**src/rtl/softmax_pkg.sv**
```systemverilog
// Shared types and defaults for the softmax sequencer.
package softmax_pkg;

  // Datapath geometry of the FP vector arrays this sequencer drives.
  localparam int LANES        = 4;
  localparam int FP_W         = 32;

  localparam int DATA_NUM_DEF = 192;
  localparam int WAIT_MAX_DEF = 1023;
  localparam int ADDR_W_DEF   = 8;

  localparam int STATE_W      = 4;

  typedef enum logic [STATE_W-1:0] {
    S_IDLE     = 4'd0,
    S_MAX_RD   = 4'd1,
    S_MAX_WAIT = 4'd2,
    S_EXP_RD   = 4'd3,
    S_EXP_WAIT = 4'd4,
    S_REC      = 4'd5,
    S_MUL_RD   = 4'd6,
    S_MUL_WAIT = 4'd7,
    S_DONE     = 4'd8
  } state_t;

  // States in which the watchdog counts.
  function automatic logic is_wait_state(state_t s);
    return (s == S_MAX_WAIT) || (s == S_EXP_WAIT) || (s == S_REC) || (s == S_MUL_WAIT);
  endfunction

endpackage

```
**src/rtl/softmax_seq_vld_dly.sv**
```systemverilog
// Delays the buffer read strobe by the buffer read latency so the pass
// valid lines line up with the data coming out of the beat buffer.
module vld_dly
  import softmax_pkg::*;
#(
  parameter int LAT = 1
) (
  input  logic clk,
  input  logic rst_n,
  input  logic i_vld,
  output logic o_vld
);

  logic [LAT-1:0] r_sr;

  generate
    if (LAT == 1) begin : g_one
      // Single-stage delay.
      always_ff @(posedge clk or negedge rst_n) begin
        if (!rst_n) r_sr <= '0;
        else        r_sr <= i_vld;
      end
    end else begin : g_multi
      // LAT-stage shift register, oldest bit at the top.
      always_ff @(posedge clk or negedge rst_n) begin
        if (!rst_n) r_sr <= '0;
        else        r_sr <= {r_sr[LAT-2:0], i_vld};
      end
    end
  endgenerate

  assign o_vld = r_sr[LAT-1];

endmodule

```
**src/rtl/softmax_seq.sv**
```systemverilog
// Softmax sequencer: walks the beat buffer three times (max, exp/sum,
// scale by 1/sum) and produces every strobe and address the FP arrays and
// the buffers need. No FP data passes through here.
//
// Handshake: every *_tvalid and *_rvalid is a one-cycle qualifier with no
// backpressure; a beat is transferred in each cycle its valid is high, and
// the receiving side must always be able to take it.
module softmax_seq
  import softmax_pkg::*;
#(
  parameter int DATA_NUM = DATA_NUM_DEF,
  parameter int ADDR_W   = ADDR_W_DEF,
  parameter int BUF_LAT  = 1,
  parameter int WAIT_MAX = WAIT_MAX_DEF
) (
  input  logic              clk,
  input  logic              rst_n,
  input  logic              start,
  output logic              busy,
  output logic              done,
  output logic              err,
  output logic              rd_en,
  output logic [ADDR_W-1:0] rd_addr,
  output logic              cmp_init,
  output logic              cmp_tvalid,
  input  logic              cmp_rvalid,
  output logic              exp_tvalid,
  input  logic              exp_rvalid,
  output logic              acc_tlast,
  input  logic              acc_rvalid,
  output logic              rec_tvalid,
  input  logic              rec_rvalid,
  output logic              mul_tvalid,
  input  logic              mul_rvalid,
  output logic              wr_en,
  output logic [ADDR_W-1:0] wr_addr,
  output logic [STATE_W-1:0] dbg_state
);

  localparam int CNT_W = $clog2(DATA_NUM + 1);
  localparam int WD_W  = $clog2(WAIT_MAX + 1);
  localparam logic [CNT_W-1:0] LAST_IDX = CNT_W'(DATA_NUM - 1);
  localparam logic [CNT_W-1:0] FULL_CNT = CNT_W'(DATA_NUM);
  localparam logic [WD_W-1:0]  WD_LAST  = WD_W'(WAIT_MAX - 1);

  state_t r_state;
  state_t w_state_nxt;

  logic [CNT_W-1:0] r_rd_cnt;
  logic [CNT_W-1:0] r_exp_cnt;
  logic [CNT_W-1:0] r_wr_cnt;
  logic [WD_W-1:0]  r_wd_cnt;

  logic w_rd_phase;
  logic w_max_phase;
  logic w_exp_phase;
  logic w_mul_phase;
  logic w_wd_phase;
  logic w_last_rd;
  logic w_exp_take;
  logic w_wr_take;
  logic w_wd_expired;
  logic w_dly_vld;
  logic w_err;

  // Phase decode shared by the counters, the valid demux and the FSM.
  always_comb begin
    w_rd_phase   = (r_state == S_MAX_RD) || (r_state == S_EXP_RD) || (r_state == S_MUL_RD);
    w_max_phase  = (r_state == S_MAX_RD) || (r_state == S_MAX_WAIT);
    w_exp_phase  = (r_state == S_EXP_RD) || (r_state == S_EXP_WAIT);
    w_mul_phase  = (r_state == S_MUL_RD) || (r_state == S_MUL_WAIT);
    w_wd_phase   = is_wait_state(r_state);
    w_last_rd    = w_rd_phase && (r_rd_cnt == LAST_IDX);
    // Exp results start returning while the exp pass is still reading, so
    // they are counted in both halves of the pass.
    w_exp_take   = exp_rvalid && w_exp_phase && (r_exp_cnt != FULL_CNT);
    w_wr_take    = mul_rvalid && w_mul_phase && (r_wr_cnt != FULL_CNT);
    // Fires in the WAIT_MAX-th consecutive cycle spent in a wait state.
    w_wd_expired = w_wd_phase && (r_wd_cnt == WD_LAST);
  end

  vld_dly #(.LAT(BUF_LAT)) u_vld_dly (
    .clk   (clk),
    .rst_n (rst_n),
    .i_vld (w_rd_phase),
    .o_vld (w_dly_vld)
  );

  // State register.
  always_ff @(posedge clk or negedge rst_n) begin
    if (!rst_n) r_state <= S_IDLE;
    else        r_state <= w_state_nxt;
  end

  // Next-state logic; a result arriving in the expiry cycle still wins.
  always_comb begin
    w_state_nxt = r_state;
    w_err       = 1'b0;
    case (r_state)
      S_IDLE:     if (start) w_state_nxt = S_MAX_RD;
      S_MAX_RD:   if (w_last_rd) w_state_nxt = S_MAX_WAIT;
      S_MAX_WAIT: begin
        if (cmp_rvalid)        w_state_nxt = S_EXP_RD;
        else if (w_wd_expired) begin w_state_nxt = S_IDLE; w_err = 1'b1; end
      end
      S_EXP_RD:   if (w_last_rd) w_state_nxt = S_EXP_WAIT;
      S_EXP_WAIT: begin
        if (acc_rvalid)        w_state_nxt = S_REC;
        else if (w_wd_expired) begin w_state_nxt = S_IDLE; w_err = 1'b1; end
      end
      S_REC: begin
        if (rec_rvalid)        w_state_nxt = S_MUL_RD;
        else if (w_wd_expired) begin w_state_nxt = S_IDLE; w_err = 1'b1; end
      end
      S_MUL_RD:   if (w_last_rd) w_state_nxt = S_MUL_WAIT;
      S_MUL_WAIT: begin
        if ((w_wr_take && (r_wr_cnt == LAST_IDX)) || (r_wr_cnt == FULL_CNT))
          w_state_nxt = S_DONE;
        else if (w_wd_expired) begin w_state_nxt = S_IDLE; w_err = 1'b1; end
      end
      S_DONE:     w_state_nxt = S_IDLE;
      default:    w_state_nxt = S_IDLE;
    endcase
  end

  // Read address counter: runs 0..DATA_NUM-1 within each read pass.
  always_ff @(posedge clk or negedge rst_n) begin
    if (!rst_n)               r_rd_cnt <= '0;
    else if (!w_rd_phase)     r_rd_cnt <= '0;
    else if (w_last_rd)       r_rd_cnt <= '0;
    else                      r_rd_cnt <= r_rd_cnt + 1'b1;
  end

  // Exp result counter, used only to place acc_tlast.
  always_ff @(posedge clk or negedge rst_n) begin
    if (!rst_n)               r_exp_cnt <= '0;
    else if (!w_exp_phase)    r_exp_cnt <= '0;
    else if (w_exp_take)      r_exp_cnt <= r_exp_cnt + 1'b1;
  end

  // Output write address counter.
  always_ff @(posedge clk or negedge rst_n) begin
    if (!rst_n)               r_wr_cnt <= '0;
    else if (!w_mul_phase)    r_wr_cnt <= '0;
    else if (w_wr_take)       r_wr_cnt <= r_wr_cnt + 1'b1;
  end

  // Watchdog: counts cycles in a wait state, restarts on every state change.
  always_ff @(posedge clk or negedge rst_n) begin
    if (!rst_n)                                        r_wd_cnt <= '0;
    else if (!w_wd_phase || (w_state_nxt != r_state))  r_wd_cnt <= '0;
    else if (r_wd_cnt != WD_LAST)                      r_wd_cnt <= r_wd_cnt + 1'b1;
  end

  // Outputs are decoded from registered state so reset clears them at once.
  always_comb begin
    busy       = (r_state != S_IDLE);
    done       = (r_state == S_DONE);
    err        = w_err;
    rd_en      = w_rd_phase;
    rd_addr    = w_rd_phase ? ADDR_W'(r_rd_cnt) : '0;
    cmp_init   = (r_state == S_MAX_RD) && (r_rd_cnt == '0);
    cmp_tvalid = w_dly_vld && w_max_phase;
    exp_tvalid = w_dly_vld && w_exp_phase;
    mul_tvalid = w_dly_vld && w_mul_phase;
    acc_tlast  = w_exp_take && (r_exp_cnt == LAST_IDX);
    rec_tvalid = (r_state == S_REC) && (r_wd_cnt == '0);
    wr_en      = w_wr_take;
    wr_addr    = w_wr_take ? ADDR_W'(r_wr_cnt) : '0;
    dbg_state  = r_state;
  end

endmodule

```
**config.mk**
```make
export PLATFORM = sky130hd
export DESIGN_NAME = softmax_seq
export DESIGN_NICKNAME = d
export VERILOG_FILES = /design/src/rtl/softmax_pkg.sv /design/src/rtl/softmax_seq_vld_dly.sv /design/src/rtl/softmax_seq.sv
export SDC_FILE = /design/constraint.sdc
export NUM_CORES = 1
export LEC_CHECK = 0
export CORE_MARGIN = 1
export CORE_UTILIZATION = 49
export DETAILED_ROUTE_END_ITERATION = 6
export PLACE_DENSITY = 0.76
export SYNTH_ARGS = -nofsm -noshare
export SYNTH_HDL_FRONTEND = slang
export SYNTH_SLANG_ARGS = --single-unit
```
**constraint.sdc**
```tcl
create_clock -name clk -period 1.9 [get_ports clk]
set_input_delay 0.38 -clock clk [delete_from_list [all_inputs] [get_ports clk]]
set_output_delay 0.38 -clock clk [all_outputs]
set_load 0.05 [all_outputs]
```
==> impl_metrics.env, run 1 <==
export IMPL_dr_pass1_iters=7
export IMPL_cp_end_kind="output port"
export IMPL_clk_latency_ns=0.32
export IMPL_port_buffers=38
export IMPL_dp_hpwl_microns=5172
export IMPL_violations="DRC, setup timing"
export IMPL_grt_overflow_total=0
export IMPL_drc=1
export IMPL_peakVddDrop_mv=0.6052
export IMPL_drt_initial_drc_count=276
export IMPL_critPathArrivalTime_ns=2.01
export IMPL_setup_viol=42
export IMPL_cts_buffer_depth=2
export IMPL_fmax_ghz=0.4181
export IMPL_period_share_pct=125.9
export IMPL_powerDensity_mw_per_mm2=573.8
export IMPL_maxSlewHeadroom_pct=56.30
export IMPL_tritoncts_num_buffers=5
export IMPL_report_final_slew_viol_count=0
export IMPL_finalClockSkew_ns=0.01394
export IMPL_grt_max_degree=40
export IMPL_hold_viol=0
export IMPL_synth_warnings=0
export IMPL_synth_cell_type_count=52
export IMPL_status="complete, but fails checks"
export IMPL_syn_cell_area_sq_mm=0.002567
export IMPL_synth_cells=296
export IMPL_cp_start_kind="flop"
export IMPL_routed_via_density=6.604
export IMPL_critical_path_class="reg2out"
export IMPL_cts_sinks=39
export IMPL_path_max_fanout=3
export IMPL_core_sq_mm=0.004880
export IMPL_cts_root_buf="clkbuf_8"
export IMPL_rsz0062_at_grt="yes"
export IMPL_worst_slew_pin_slew_ns=0.6512
export IMPL_num_rows=25
export IMPL_syn_area_per_cell_sq_um=8.674
export IMPL_clk_pin_slew_ns=0.09
export IMPL_worstHoldPathType="in2async"
export IMPL_final_common_cell="buf_4"
export IMPL_antenna_found_initial=0
export IMPL_period_needed_ns=2.392
export IMPL_grt_usage_pct=36.84
export IMPL_ys_ff_latch=39
export IMPL_synthFlopType="dfrtp_1"
export IMPL_p_leak_nw=2.033
export IMPL_initial_core_util_pct=52.62
export IMPL_synth_nets=313
export IMPL_cts_tree="yes"
export IMPL_die_area_sq_mm=0.005533
export IMPL_dp_slack_ns=-0.6012
export IMPL_cts_hold_buf=0
export IMPL_syn_to_final_growth_pct=78.95
export IMPL_finalSetupTns_ns=-12.21
export IMPL_layout_common_cells="73 x buf_4, 43 x nor2_1, 35 x dfrtp_1"
export IMPL_cp_required_ns=1.52
export IMPL_ctsHtreeMaxLevel=2
export IMPL_drv_cap=0
export IMPL_die_width_microns=74.39
export IMPL_setup_slack_ns=-0.4920
export IMPL_vias=3282
export IMPL_detail_route_antenna_nets=0
export IMPL_num_nets_final=447
export IMPL_drive_gt1_share_pct=49.30
export IMPL_seq_area_frac_synth_pct=38.01
export IMPL_io_pins=39
export IMPL_gp_congestion=0.9276
export IMPL_drt_wl_total_microns=12240
export IMPL_antenna_cells=0
export IMPL_async_flop_share_pct=100.0
export IMPL_grt_pass1_wl_microns=15170
export IMPL_synth_edf_count=0
export IMPL_wl_per_cell_microns=24.62
export IMPL_grt_pass1_vias=3059
export IMPL_die_y_microns=74.39
## routing by layer
metal,GRT usage (%),vias up,part of all wire (%)
li1,-,1299,-
met1,41.82,1537,35
met2,66.07,309,46
met3,5.827,137,9.6
met4,19.71,0,9.7
met5,0,-,0
## layout make-up
type                       instances  area, sq um
multi-input combinational        232         1818
timing repair buffer             138         1569
sequential                        39        980.9
fill                             140        285.3
tap                               67        83.83
clock buffer                       6        82.58
inverter                          14        55.05
clock inverter                     1        5.005
## final timing paths
path,start,end,slack [ns],cells after the start
max reg2reg,r_wr_cnt[0],r_wd_cnt[5],-0.46,11
min reg2reg,r_rd_cnt[0],r_rd_cnt[0],0.55,1
min,rst_n,r_wd_cnt[8],0.02,2
max,r_wr_cnt[0],err,-0.49,6
min in group clk,r_rd_cnt[0],r_rd_cnt[0],0.55,1
max in group asynchronous,rst_n,dbg_state[3],1.66,2
## registers in the layout (all words and copies together) (netlist names)
signal	cells
dbg_state	4
u_vld_dly.o_vld	1
r_wr_cnt	8
r_exp_cnt	8
r_rd_cnt	8
r_wd_cnt	10
## critical path: stages, from the launching register on
cell     delay (ns)
dfrtp_1        0.40
ha_2           0.20
nand4_1        0.14
or4_4          0.46
and2_4         0.17
o21a_4         0.19
buf_6          0.15
## power by group
part	total [mW]	internal (mW)	switching (mW)
clock network	0.602	0.285	0.316
registers	0.993	0.883	0.110
logic	1.04	0.523	0.519
## cell families (layout without fill, tap and decap cells)
kind of cell	Yosys count	after routing	synth area share (%)
AOI/OAI and AO/OA	37	37	10.58
xor gates and xnor gates	27	27	9.211
adders and majority gates	9	9	4.386
buffers and inverters	25	159	4.045
DFF	39	39	38.01
muxes	4	4	1.608
and+or+nand+nor	155	155	32.16
## Yosys cell counts (9+ instances only)
master   instances  area, sq um
ha_1             9        112.6
xor2_1          15        131.4
and2_1          14        87.58
nand3_1         17        85.08
nand2_1         12        45.04
and3_1          15        93.84
o21ai_0          9        45.04
nor2_1          51        191.4
dfrtp_1         39        975.9
nand4_1          9        56.30
xnor2_1         12        105.1
inv_1           14        52.55
## per-stage QoR
| stage | cells | util (%) | cell area [sq um] | power [mW] | hold WS, ns |
|---|---|---|---|---|---|
| 2_1_floorplan | 296 | - | 2715 | 1.437 | 0.08441 |
| 3_3_place_gp | 456 | 79.59 | 3884 | 1.842 | 0.3606 |
| 3_5_place_dp | 456 | 79.59 | 3884 | 1.868 | 0.3662 |
| 4_1_cts | 486 | 89.33 | 4359 | 2.521 | 0.05326 |
| 5_1_grt | 497 | 94.15 | 4594 | 2.715 | 0.02949 |
| 6_report | 497 | 94.15 | 4594 | 2.636 | 0.01888 |
## repair_timing
item,in CTS,in global routing
endpoints found under the hold margin,0,0
cloned,1,0
gates resized for setup,49,37
setup buffers,23,13
endpoints found under the setup margin,37,47
pin swaps,16,15
Power figures use the tool's default switching activity.
==> run 2, diff against run 1 <==
--- a/config.mk
+++ b/config.mk
@@ -6,9 +6,11 @@
 export NUM_CORES = 1
 export LEC_CHECK = 0
 export CORE_MARGIN = 1
-export CORE_UTILIZATION = 49
+export CORE_UTILIZATION = 51
+export CTS_BUF_LIST = sky130_fd_sc_hd__clkbuf_8
 export DETAILED_ROUTE_END_ITERATION = 6
-export PLACE_DENSITY = 0.76
+export PLACE_DENSITY = 0.79
+export SLEW_MARGIN = 20
 export SYNTH_ARGS = -nofsm -noshare
 export SYNTH_HDL_FRONTEND = slang
 export SYNTH_SLANG_ARGS = --single-unit
==> run 2 against run 1 <==
The flow now stops in global routing. Synthesized area unchanged. Synthesized cell count unchanged.
==> impl_metrics.env, run 2 <==
export IMPL_status="aborted with a tool error"
export IMPL_last_stage_reached="global routing"
export IMPL_stop_error="[ERROR GRT-0232] Routing congestion too high. Check the congestion heatmap in the GUI."
export IMPL_synthTopCellsByCount="51 x nor2_1, 39 x dfrtp_1, 17 x nand3_1"
export IMPL_synth_top_area_share_pct=38.01
export IMPL_tritoncts_num_buffers=5
export IMPL_cts_buffer_depth=2
export IMPL_grt_worst_setup_endpoint="r_wr_cnt[6]$_DFFE_PN0P_/D"
export IMPL_port_buffers=38
export IMPL_initial_core_util_pct=53.65
export IMPL_grt_overflow_total=273
export IMPL_ys_ff_latch=39
export IMPL_synthFlopType="dfrtp_1"
export IMPL_dp_slack_ns=-0.6116
export IMPL_dp_hpwl_microns=5132
export IMPL_cts_root_buf="clkbuf_8"
export IMPL_synth_nets=313
export IMPL_timing_worst_endpoint_kind="register input"
export IMPL_synth_most_common_cell="nor2_1"
export IMPL_cts_sinks=39
export IMPL_gp_congestion=0.9160
export IMPL_grt_usage_pct=92.61
export IMPL_syn_cell_area_sq_mm=0.002567
export IMPL_synth_cell_type_count=52
export IMPL_grt_max_degree=21
export IMPL_place_area_sq_mm=0.003859
export IMPL_die_y_microns=72.95
export IMPL_seq_area_frac_synth_pct=38.01
export IMPL_num_rows=25
export IMPL_cts_hold_buf=0
export IMPL_ctsHtreeMaxLevel=2
export IMPL_die_width_microns=72.95
export IMPL_async_flop_share_pct=100.0
export IMPL_yosysTopAreaCell="dfrtp_1"
export IMPL_synth_cells=296
export IMPL_io_pins=39
export IMPL_synth_warnings=0
export IMPL_synth_edf_count=0
export IMPL_syn_area_per_cell_sq_um=8.674
export IMPL_synth_area_leaders="dfrtp_1 38%, nor2_1 7.5%, xor2_1 5.1%, ha_1 4.4%, xnor2_1 4.1%"
-- run 2: cell counts after synthesis --
Identical to the previous run, type by type.
-- run 2: metrics by stage --
step | hold slack [ns] | cells
4_1_cts | 0.03621 | 491
3_5_place_dp | 0.3619 | 456
3_3_place_gp | 0.3575 | 456
2_1_floorplan | 0.08441 | 296
-- run 2: timing repair --
item | 4_1_cts
gates resized for setup | 61
gates cloned | 1
setup endpoints to repair | 36
buffers inserted | 26
pin swaps | 20
-- run 2: cell families after synthesis --
group | share of synthesized area, %
adders and majority gates | 4.386
and+or+nand+nor | 32.16
xor gates and xnor gates | 9.211
muxes | 1.608
AOI/OAI and AO/OA | 10.58
buffers and inverters | 4.045
DFF | 38.01
-- run 2: metal layers --
metal	overflow	global-route usage (%)
met1	0	86.32
met3	2	70.72
met4	84	109.2
met5	0	19.19
met2	187	116.1
==> run 3, diff against run 2 <==
--- a/config.mk
+++ b/config.mk
@@ -6,10 +6,9 @@
 export NUM_CORES = 1
 export LEC_CHECK = 0
 export CORE_MARGIN = 1
-export CORE_UTILIZATION = 51
-export CTS_BUF_LIST = sky130_fd_sc_hd__clkbuf_8
+export CORE_UTILIZATION = 40
 export DETAILED_ROUTE_END_ITERATION = 6
-export PLACE_DENSITY = 0.79
+export PLACE_DENSITY_LB_ADDON = 0.15
 export SLEW_MARGIN = 20
 export SYNTH_ARGS = -nofsm -noshare
 export SYNTH_HDL_FRONTEND = slang
==> constraint.sdc (replaced) <==
create_clock -name clk -period 2.5 [get_ports clk]
set_input_delay 0.5 -clock clk [delete_from_list [all_inputs] [get_ports clk]]
set_output_delay 0.5 -clock clk [all_outputs]
set_load 0.05 [all_outputs]
==> run 3 against run 2 <==
The flow now finishes, with violations (setup timing).
==> impl_metrics.env, run 3 (same netlist as run 1, synthesis figures left out) <==
export IMPL_status="complete, but fails checks"
export IMPL_violations="setup timing"
export IMPL_antenna_found_initial=0
export IMPL_drt_wl_total_microns=6122
export IMPL_worst_slew_pin_slew_ns=0.7282
export IMPL_grt_pass1_wl_microns=10320
export IMPL_cts_hold_buf=0
export IMPL_wl_per_cell_microns=14.27
export IMPL_grt_overflow_total=0
export IMPL_grt_pass1_vias=2175
export IMPL_final_common_cell="nor2_1"
export IMPL_path_max_fanout=6
export IMPL_regArea_sq_um=979.7
export IMPL_p_leak_nw=1.487
export IMPL_cts_tree="yes"
export IMPL_finalClockSkew_ns=0.01198
export IMPL_num_rows=28
export IMPL_r2r_start="r_wd_cnt[0]"
export IMPL_dr_pass1_iters=4
export IMPL_clk_pin_slew_ns=0.09
export IMPL_core_sq_mm=0.006061
export IMPL_worstHoldPathType="in2async"
export IMPL_fmax_ghz=0.3991
export IMPL_detail_route_antenna_nets=0
export IMPL_largest_register_ffs=10
export IMPL_drt_initial_drc_count=106
export IMPL_grt_usage_pct=19.73
export IMPL_worstRegToRegCells=8
export IMPL_die_y_microns=82.12
export IMPL_vias=2274
export IMPL_grt_max_degree=27
export IMPL_die_area_sq_mm=0.006743
export IMPL_finalPower_mw=1.896
export IMPL_finalSetupTns_ns=-0.005451
export IMPL_clk_latency_ns=0.30
export IMPL_critical_path_class="reg2out"
export IMPL_cts_sinks=39
export IMPL_cts_root_buf="clkbuf_8"
export IMPL_setup_slack_ns=-0.005451
export IMPL_rsz0062_at_grt="yes"
export IMPL_report_final_slew_viol_count=0
export IMPL_critPathArrivalTime_ns=2.01
export IMPL_fin_util_pct=59.06
export IMPL_port_buffers=38
export IMPL_tritoncts_num_buffers=5
export IMPL_io_pins=39
export IMPL_multi_input_comb_area_sq_mm=0.001558
export IMPL_critPathMaxStageDelay_ns=0.44
export IMPL_cp_end_kind="output port"
export IMPL_layout_common_cells="49 x nor2_1, 36 x dfrtp_1, 25 x buf_4"
export IMPL_drive_gt1_share_pct=25.42
export IMPL_cp_required_ns=2.00
export IMPL_num_nets_final=370
export IMPL_dp_hpwl_microns=4366
export IMPL_period_share_pct=100.2
export IMPL_die_width_microns=82.12
export IMPL_initial_core_util_pct=42.36
export IMPL_hold_viol=0
export IMPL_reg2reg_to="r_wd_cnt[9]"
export IMPL_cp_cell_sequence="ha_2, nand4_1, or4_4, and2_4, o21a_1, buf_6"
export IMPL_antenna_cells=0
export IMPL_n_fill_cell=524
export IMPL_syn_to_final_growth_pct=39.42
export IMPL_cp_start_kind="flop"
export IMPL_powerDensity_mw_per_mm2=529.8
export IMPL_routed_via_density=5.301
export IMPL_top_register="r_wd_cnt"
export IMPL_ctsHtreeMaxLevel=2
export IMPL_maxSlewHeadroom_pct=50.82
export IMPL_peakVddDrop_mv=0.6131
export IMPL_gp_congestion=0.8487
export IMPL_cts_buffer_depth=2
export IMPL_setup_viol=1
export IMPL_crit_slowest_cell="or4_4"
export IMPL_drv_cap=0
export IMPL_drc=0
export IMPL_period_needed_ns=2.505
export IMPL_rrSetupSlack_ns=0.25
## run 3: worst max-delay path by stage
stage               slack (ns)    endpoint          from  cells after the start
finish                  -0.005         err   r_wr_cnt[1]                      6
global route             -0.11         err   r_wd_cnt[0]                      7
detailed placement       -0.13         err    mul_rvalid                      6
global placement         -0.13         err    mul_rvalid                      6
floorplan                 0.02  rd_addr[0]  dbg_state[1]                      6
CTS                      -0.01         err   r_wr_cnt[1]                      6
## run 3: report_power, final
part           switching (mW)  internal, mW  leakage [nW]
clock                   0.241         0.297        0.0581
combinational           0.326         0.303         0.903
sequential             0.0581         0.672         0.525
## run 3: timing repair
action                                  4_1_cts  5_1_grt
endpoints found under the setup margin       15       14
setup buffers                                 4        3
pin swaps                                     0        3
gates resized for setup                       8        4
## run 3: critical path, delay by kind of cell, from the launching register on
family	cells	cell delay, ns
compound gates	1	0.19
fa+ha+maj	1	0.22
buf+inv	1	0.15
flops	1	0.43
simple gates	3	0.72
## run 3: layer usage
metal	part of all wire (%)	routed length [microns]	track usage, %
met1	49	3004	27.38
met5	0	0	0
met4	0.85	52	4.912
met3	3.3	200	3.736
met2	47	2865	31.40
## run 3: area by class of cell
type,instances,share of cell area (%)
well taps,75,2.621
multi-input cells,232,43.52
inverters,14,1.468
clock buffers,5,1.922
repair buffers,61,21.88
flip-flops and latches,39,27.37
clock inverters,3,1.223
## run 3: per-stage QoR
stage	area, sq um	setup slack (ns)	hold WS (ns)	cells
2_1_floorplan	2623	0.01688	0.2044	296
3_3_place_gp	3364	-0.1329	0.5208	414
3_5_place_dp	3364	-0.1321	0.5215	414
4_1_cts	3532	-0.01252	0.2206	426
5_1_grt	3580	-0.1135	0.2442	429
6_report	3580	-0.005451	0.1890	429
==> run 4, diff against run 3 <==
--- a/config.mk
+++ b/config.mk
@@ -5,8 +5,10 @@
 export SDC_FILE = /design/constraint.sdc
 export NUM_CORES = 1
 export LEC_CHECK = 0
+export CELL_PAD_IN_SITES_DETAIL_PLACEMENT = 0
+export CELL_PAD_IN_SITES_GLOBAL_PLACEMENT = 2
 export CORE_MARGIN = 1
-export CORE_UTILIZATION = 40
+export CORE_UTILIZATION = 33
 export DETAILED_ROUTE_END_ITERATION = 6
 export PLACE_DENSITY_LB_ADDON = 0.15
 export SLEW_MARGIN = 20
==> run 4 against run 3 <==
The flow now finishes without violations. Maximum frequency up 2.4%. Combinational power is 1% higher. Utilization is 8.2 points lower. Total power is 5.8% higher. Sequential power about the same. Clock-buffer cell count rose by 1. Clock power increased by 18%. Final area is 4.7% higher. Worst hold slack worse by 0.020 ns. Wire length rose by 9.2%.
==> impl_metrics.env, run 4 (same netlist as run 1, synthesis figures left out) <==
export IMPL_drc=0
export IMPL_dr_pass1_iters=4
export IMPL_critPathLaunch="r_wr_cnt[1]"
export IMPL_vias=2324
export IMPL_grt_usage_pct=17.08
export IMPL_dp_slack_ns=-0.1637
export IMPL_syn_to_final_growth_pct=46.00
export IMPL_grt_pass1_vias=2281
export IMPL_detail_route_antenna_nets=0
export IMPL_io_pins=39
export IMPL_drt_wl_total_microns=6685
export IMPL_internal_power_mw=1.380
export IMPL_period_needed_ns=2.447
export IMPL_dp_hpwl_microns=4757
export IMPL_clk_pin_slew_ns=0.09
export IMPL_place_area_sq_mm=0.003452
export IMPL_cts_sinks=39
export IMPL_peakVddDrop_mv=0.7900
export IMPL_r2r_start="r_wd_cnt[0]"
export IMPL_finalPower_mw=2.006
export IMPL_fmax_ghz=0.4086
export IMPL_grt_pass1_wl_microns=11430
export IMPL_hold_viol=0
export IMPL_tritoncts_num_buffers=5
export IMPL_setup_slack_ns=0.05257
export IMPL_p_clk_share_pct=31.8
export IMPL_grt_max_degree=21
export IMPL_die_width_microns=90.21
export IMPL_p_leak_nw=1.553
export IMPL_routed_via_density=5.019
export IMPL_critPathArrivalTime_ns=1.95
export IMPL_gp_congestion=0.8214
export IMPL_final_common_cell="nor2_1"
export IMPL_clk_latency_ns=0.30
export IMPL_rrSetupSlack_ns=0.30
export IMPL_critical_path_class="reg2out"
export IMPL_cp_end_kind="output port"
export IMPL_grt_overflow_total=0
export IMPL_cp_start_kind="flop"
export IMPL_period_share_pct=97.90
export IMPL_antenna_cells=0
export IMPL_reg2reg_to="r_wd_cnt[9]"
export IMPL_cp_required_ns=2.00
export IMPL_report_final_slew_viol_count=0
export IMPL_antenna_found_initial=0
export IMPL_drt_initial_drc_count=129
export IMPL_ctsHtreeMaxLevel=2
export IMPL_seqPwrFrac_pct=36.4
export IMPL_powerDensity_mw_per_mm2=535.2
export IMPL_drv_cap=0
export IMPL_num_rows=31
export IMPL_rsz0062_at_grt="yes"
export IMPL_num_nets_final=380
export IMPL_wl_per_cell_microns=14.44
export IMPL_worst_slew_pin_slew_ns=0.7891
export IMPL_cts_root_buf="clkbuf_8"
export IMPL_power_frac_comb_pct=31.8
export IMPL_finalClockSkew_ns=0.01207
export IMPL_final_area_sq_mm=0.003749
export IMPL_die_y_microns=90.21
export IMPL_worstRegToRegCells=10
export IMPL_port_buffers=38
export IMPL_layout_common_cells="49 x nor2_1, 33 x dfrtp_1, 33 x buf_4"
export IMPL_p_sw_mw=0.6267
export IMPL_top_register="r_wd_cnt"
export IMPL_setup_viol=0
export IMPL_cts_tree="yes"
export IMPL_largest_register_ffs=10
export IMPL_die_area_sq_mm=0.008137
export IMPL_core_sq_mm=0.007370
export IMPL_cts_buffer_depth=2
export IMPL_worstHoldPathType="in2async"
export IMPL_maxSlewHeadroom_pct=46.70
export IMPL_initial_core_util_pct=34.84
export IMPL_holdWs_ns=0.1694
export IMPL_path_max_fanout=5
export IMPL_switching_share_pct=31.24
export IMPL_drive_gt1_share_pct=28.30
export IMPL_status="finished, final reports clean"
run 4: repair_timing:
item / in CTS / in global routing
resized for setup: 8 / 11
hold endpoints to repair: 0 / 0
hold buffers: 0 / 0
setup endpoints to repair: 6 / 14
pin swaps: 2 / 3
buffers inserted: 5 / 6
run 4: stage by stage:
step                      util [%]  std cells  TNS [ns]
final                        50.87        463         0
after global routing         50.87        463   -0.1037
after CTS                    49.39        457  -0.04937
after detailed placement     46.84        444   -0.2521
after global placement       46.84        444   -0.2658
after floorplan                  -        296         0
run 4: area by class of cell:
cell class,instances,area [sq um]
tap,99,123.9
clock buffer,6,72.57
sequential,39,985.9
fill,710,3621
multi-input combinational,232,1579
clock inverter,2,60.06
timing repair buffer,71,874.6
inverter,14,52.55
run 4: worst max-delay path, stage by stage (launching register included):
cell	delay (ns)
dfrtp_2	0.44
ha_4	0.16
nand4_1	0.12
or4_4	0.44
and2_4	0.16
o21a_1	0.18
buf_6	0.15
run 4: worst max path at each step:
stage / to / slack [ns]
after floorplan: rd_addr[0] / 0.02
after global placement: err / -0.17
after detailed placement: err / -0.16
after CTS: err / -0.05
after global routing: err / -0.06
final: err / 0.05
run 4: metal layers:
metal | vias up | routed length [microns] | track usage, %
met1 | 1109 | 3342 | 25.15
met4 | 0 | 50 | 3.226
li1 | 1164 | - | -
met3 | 4 | 228 | 2.623
met2 | 47 | 3063 | 26.53
met5 | - | 0 | 0
run 4: power groups by stage:
stage / logic (mW) / clock network, mW / registers, mW
finish: 0.638 / 0.637 / 0.731
global placement: 0.614 / 0 / 0.751
floorplan: 0.357 / 0 / 0.731
global route: 0.679 / 0.676 / 0.738
detailed placement: 0.616 / 0 / 0.747
CTS: 0.640 / 0.653 / 0.730
